**config.mk**
```make
export PLATFORM = sky130hd
export DESIGN_NAME = counter_write_arbiter
export DESIGN_NICKNAME = d
export VERILOG_FILES = /design/src/rtl/counter_write_arbiter.sv
export SDC_FILE = /design/constraint.sdc
export NUM_CORES = 1
export LEC_CHECK = 0
export ABC_AREA = 1
export BUFFER_PORTS_ARGS = -buffer_cell sky130_fd_sc_hd__buf_2
export CORE_MARGIN = 2
export CORE_UTILIZATION = 45
export DETAILED_ROUTE_END_ITERATION = 7
export PLACE_DENSITY = 0.79
export RECOVER_POWER = 100
export SLEW_MARGIN = 10
export SYNTH_ARGS = -nofsm -noshare
export SYNTH_HDL_FRONTEND = slang
export SYNTH_SLANG_ARGS = --single-unit
```
**constraint.sdc**
```tcl
create_clock -name clk -period 1.8 [get_ports clk]
set_clock_uncertainty 0.2 [all_clocks]
set_input_delay 0.45 -clock clk [delete_from_list [all_inputs] [get_ports clk]]
set_output_delay 0.45 -clock clk [all_outputs]
set_load 0.05 [all_outputs]
```
**src/rtl/counter_write_arbiter.sv**
```systemverilog
`default_nettype none
// ============================================================================
// Module   : counter_write_arbiter
// Brief    : Two-client ownership arbiter that gates write strobes to the
//            shared 9-bit counter, with bounded-hold preemption.
// Revision : 1.0 - initial release
// ============================================================================
module counter_write_arbiter #(
    parameter int MAX_HOLD = 16,
    parameter int HCW      = 5
) (
    input  logic clk,
    input  logic nrst,
    input  logic req1,
    input  logic req2,
    input  logic wr1_in,
    input  logic wr2_in,
    output logic gnt1,
    output logic gnt2,
    output logic wr1,
    output logic wr2,
    output logic err
);

    typedef enum logic [1:0] {
        IDLE = 2'd0,
        OWN1 = 2'd1,
        OWN2 = 2'd2,
        GAP  = 2'd3
    } state_t;

    localparam logic [HCW-1:0] c_hold_lim  = (MAX_HOLD == 0) ? '0 : HCW'(MAX_HOLD - 1);
    localparam logic [HCW-1:0] c_hold_max  = '1;
    localparam bit             c_preempt_en = (MAX_HOLD != 0);

    state_t          r_state;
    logic [HCW-1:0]  r_hold_cnt;
    logic            r_last2;
    logic            r_err;

    logic            w_own_req;
    logic            w_other_req;
    logic            w_preempt;
    state_t          w_pick;

    assign gnt1 = (r_state == OWN1);
    assign gnt2 = (r_state == OWN2);
    assign wr1  = wr1_in & gnt1;
    assign wr2  = wr2_in & gnt2;
    assign err  = r_err;

    assign w_own_req   = (r_state == OWN1) ? req1 : req2;
    assign w_other_req = (r_state == OWN1) ? req2 : req1;
    assign w_preempt   = c_preempt_en && (r_hold_cnt >= c_hold_lim) && w_other_req;

    // Tie goes to whichever client did not own last.
    always_comb begin
        w_pick = IDLE;
        if (req1 && req2) begin
            w_pick = r_last2 ? OWN1 : OWN2;
        end else if (req1) begin
            w_pick = OWN1;
        end else if (req2) begin
            w_pick = OWN2;
        end
    end

    always_ff @(posedge clk or negedge nrst) begin
        if (!nrst) begin
            r_state    <= IDLE;
            r_hold_cnt <= '0;
            r_last2    <= 1'b1;
            r_err      <= 1'b0;
        end else begin
            r_err <= (wr1_in & ~gnt1) | (wr2_in & ~gnt2);
            case (r_state)
                IDLE, GAP: begin
                    r_state <= w_pick;
                    if (w_pick == OWN1) begin
                        r_last2    <= 1'b0;
                        r_hold_cnt <= '0;
                    end else if (w_pick == OWN2) begin
                        r_last2    <= 1'b1;
                        r_hold_cnt <= '0;
                    end
                end
                OWN1, OWN2: begin
                    if (!w_own_req || w_preempt) begin
                        r_state <= GAP;
                    end else if (r_hold_cnt != c_hold_max) begin
                        r_hold_cnt <= r_hold_cnt + 1'b1;
                    end
                end
                default: r_state <= IDLE;
            endcase
        end
    end

endmodule
`default_nettype wire

```
# Yosys cells after proc, flatten, opt, wreduce, memory -nomap -nowiden
# Index checks and enable logic that the tools add are counted.
dict set report word_totals {
  ff_bits 9
  input_bits 6
}
dict set report classes {
  n_bitwise 7
  n_mux 15
  reduce_logical 10
  n_addsub 1
  n_lt_le_gt_ge 1
  eq_ne 10
}
# cell count
set ops {}
lappend ops {{two-way mux 5 bit} 4}
lappend ops {{two-way mux 2 bit} 5}
lappend ops {{case mux 5 bit (2 select lines)} 1}
lappend ops {{equality test 2 bit (second input constant)} 3}
lappend ops {{!= test 2 bit (second input constant)} 3}
lappend ops {{adder 5 x 1 -> 5 bit (second input constant)} 1}
lappend ops {{>= comparator 5 x 4 -> 1 bit (second input constant)} 1}
lappend ops {{!= test 5 bit (second input constant)} 1}
lappend ops {{AND 1 bit} 4}
lappend ops {{equality test 2 x 1 -> 1 bit (second input constant)} 2}
lappend ops {{two-way mux 1 bit} 4}
lappend ops {{case mux 2 bit (2 select lines)} 1}
lappend ops {{OR reduction 2 bit} 2}
lappend ops {{!= test 3 bit (second input constant)} 1}
lappend ops {{AND reduction 3 bit} 1}
lappend ops {{logical AND 1 bit} 2}
lappend ops {{zero test 2 bit} 1}
lappend ops {{NOT 1 bit} 2}
lappend ops {{AND reduction 2 bit} 1}
lappend ops {{nonzero test 2 bit} 1}
lappend ops {{zero test 1 bit} 1}
lappend ops {{logical OR 1 bit} 1}
lappend ops {{bitwise OR 1 bit} 1}

# Depth between registers and ports, before layout
dict set report logic_depth {
  word_depth 7
  mapped_depth 11
  depth_no_buf 11
}

# Worst setup path before layout
# Ideal clock, no wire load.
dict set report synth_timing {
  path_type {reg-to-output}
  startpoint {register r_state[1]}
  endpoint {output port wr1}
  arrival_ns 1.399
  stages_incl_launch_ff 5
  slack_ns -0.249
  cell_sequence {dfrtp_1 inv_1 ha_1 nand2_1 inv_1}
}
dict set report synth_between {
  elab_chain_len 2
}
# item line
set synth_rtl {}
lappend synth_rtl {{start, declared} 36} ;# state_t r_state;
lappend synth_rtl {{start signal, assigned} 78} ;# r_state <= w_pick;
lappend synth_rtl {{equality test 2 x 1 -> 1 bit} 46} ;# assign gnt1 = (r_state == OWN1);
lappend synth_rtl {{net gnt1} 18} ;# output logic gnt1,
lappend synth_rtl {{AND 1 bit} 48} ;# assign wr1 = wr1_in & gnt1;
lappend synth_rtl {{end, declared} 20} ;# output logic wr1,
# The timed path passes the listed nets, and every way through them passes these cells.

# Worst setup path after layout
dict set report layout_timing {
  startpoint {register r_state[1]}
  endpoint {output port wr1}
}
dict set report layout_between {
  elab_chain_len 2
}
# item line
set layout_rtl {}
lappend layout_rtl {{equality test 2 x 1 -> 1 bit} 46}
lappend layout_rtl {{AND 1 bit} 48}
# Every way passes these cells.

==> impl_metrics.tcl <==
set metrics [dict create \
    wl_met1_um 555 \
    vias 533 \
    die-width_um 40.1 \
    rows 13 \
    syn-instance-count 76 \
    initial_core_util_pct 46.9 \
    syn_area_um2 587 \
    yosysUniqueCellTypes 19 \
    r2r-start "r_hold_cnt[0]$_DFFE_PN0P_" \
    drive_gt1_share_pct 43.3 \
    antennaDiodeCount 0 \
    dpl_cell_area_um2 693 \
    ir_drop_mv 0.830 \
    drt-vias-per-instance 4.76 \
    cts_tree "yes" \
    ant_nets 0 \
    dr.pass1.iters 2 \
    power_leakage_nw 0.459 \
    cts_max_path_buffers 2 \
    crit_path_end "wr1" \
    min-delay-path-class "input pin to flop" \
    synthAdderAreaFrac_pct 12.8 \
    synth_seq_cells 9 \
    startpoint "r_state[1]$_DFFE_PN0P_" \
    met3_length_um 43 \
    cts_root_buffer "clkbuf_4" \
    ys.flop_type "dfrtp_1" \
    postSynthNetCount 88 \
    coreArea_um2 1250 \
    synth_top_family_by_area "simple AND/OR/NAND/NOR gates" \
    die_area_um2 1610 \
    place_congestion 0.767 \
    max-cap-violations 0 \
    synth_area_leaders "dfrtp_1 (34%), nand2_1 (13%), ha_1 (13%)" \
    critPathCaptureType "output port" \
    min_path_cells 3 \
    setup_tns_ns -0.149 \
    rsz0062_at_grt "true" \
    syn_to_final_growth_pct 46.3 \
    antenna_found_initial 0 \
    insertion_delay_ns 0.25 \
    grt_use_total_pct 18.7 \
    yosysTopAreaCellShare_pct 34.1 \
    route.detailed.drc 0 \
    yosysWarnings 0 \
    dp_hpwl_um 910 \
    final_max_slew_viol_count 0 \
    violations "negative setup slack" \
    cts_made_buffers 3 \
    cp-start-kind "flop" \
    synth.area.mux_share_pct 0 \
    fin_crit_sh_pct 103 \
    die_h_um 40.1 \
    avgSynthCellArea_um2 7.72 \
    portBuffers 10 \
    r2r_end "r_hold_cnt[2]$_DFFE_PN0P_" \
    worst_pin_slew_ns 0.506 \
    wire_per_inst_um 11.4 \
    nets 110 \
    worstPathRequired_ns 1.15 \
    status "complete, but fails checks" \
    hold_viol_final 0 \
    synth_compound_area_share_pct 8.96 \
    grt_pass1_wl_um 1940 \
    design_area_um2 858 \
    setup_viol 3 \
    grt-ovfl-total 0 \
    wl_um 1280 \
    regToRegSetupSlack_ns 0.06 \
    fmax_mhz 539 \
    grt_pass1_vias 509 \
    p_per_area_nw_per_um2 1700 \
    synth-simple-area-share_pct 28.4 \
    crit_fanout 4 \
    synthXorXnorAreaFrac_pct 1.49 \
    yosysTopAreaCell "dfrtp_1" \
    synth_edf_count 0 \
    clk_pin_slew_ns 0.06 \
    grt_max_degree 10 \
    io_pins 11 \
    final.min_clock_period_ns 1.86 \
    routed.top_layer "met4" \
    fin_ws_ns -0.0563 \
    cts.sinks 9 \
    synth_most_common_cell "nand2_1" \
    async_reset_ff_share_pct 100 \
    synthTopCellsByCount "nand2_1 (21), inv_1 (12), dfrtp_1 (8)" \
    relSlewSlack_pct 66.2 \
    wl_met2_um 667 \
    r2r_cells 11 \
    ys_seq_area_share_pct 38.6 \
    drt_iter0_markers 2 \
    h-tree-depth 1 \
    crit_arrival_ns 1.21 \
    timing_worst_setup_path_type "flop to output port" \
]
[worst min path at each step]
stage	from	to	slack (ns)
CTS	wr1_in	err$_DFF_PN0_	0.23
global route	wr2_in	err$_DFF_PN0_	0.27
global placement	nrst	r_state[0]$_DFFE_PN0P_	0.11
detailed placement	nrst	r_state[0]$_DFFE_PN0P_	0.11
finish	wr2_in	err$_DFF_PN0_	0.27
floorplan	nrst	err$_DFF_PN0_	-0.05
[worst max-delay path, cell delays in order (launching register included)]
cell,delay (ns)
dfrtp_1,0.42
inv_2,0.07
ha_4,0.18
nand2_4,0.06
clkinvlp_4,0.08
buf_8,0.15
[where the power goes]
group / switching [mW] / internal [mW]
registers: 0.0758 / 0.285
clock network: 0.0652 / 0.0851
logic: 0.575 / 0.371
[per-stage QoR]
| step | total power [mW] | util [%] | hold WS (ns) | setup WS (ns) | std cells |
|---|---|---|---|---|---|
| after floorplan | 0.952 | - | -0.0456 | -0.0132 | 76 |
| after global placement | 1.08 | 55.3 | 0.113 | -0.110 | 104 |
| after detailed placement | 1.11 | 55.3 | 0.114 | -0.152 | 104 |
| after CTS | 1.38 | 62.6 | 0.233 | -0.0619 | 110 |
| after global routing | 1.58 | 68.5 | 0.274 | -0.114 | 112 |
| final | 1.46 | 68.5 | 0.273 | -0.0563 | 112 |
[registers in the layout, indices dropped and copies added, names as in the netlist]
register,flops
err,1
r_hold_cnt,5
r_last2,1
r_state,2
[placed cells by master (no fill, tap or decap), types with 3 or more instances in the layout]
cell type,n
clkbuf_4,3
buf_4,8
nand2_2,4
nand2_1,16
nand3_1,5
inv_2,3
ha_1,3
dfrtp_1,8
ha_4,3
inv_1,8
o21ai_0,3
buf_2,5
nand2_4,3
[cells by family (layout without fill, tap and decap cells)]
group,Yosys count,after routing
adders and majority gates,6,6
and+or+nand+nor,36,36
buffers and inverters,15,36
DFF,9,9
xor gates and xnor gates,1,1
AOI/OAI and AO/OA,9,9
[repair_timing]
action / CTS / global route
resized for setup: 14 / 17
setup buffers: 1 / 2
hold buffers: 1 / 0
setup endpoints to repair: 10 / 12
endpoints found under the hold margin: 8 / 0
pin swaps: 2 / 4
[area by class of cell]
type                       instances  area (um^2)
timing repair buffer              18          134
clock buffer                       4         26.3
sequential                         9          226
multi-input combinational         52          390
inverter                          14         62.6
fill                             104          394
tap                               15         18.8
[routing by layer]
layer	track usage (%)	vias up
met2	36.3	11
met3	7.22	2
li1	-	281
met5	0	-
met4	5.17	0
met1	17.8	239
No activity file was read; power rests on OpenSTA's default activity.
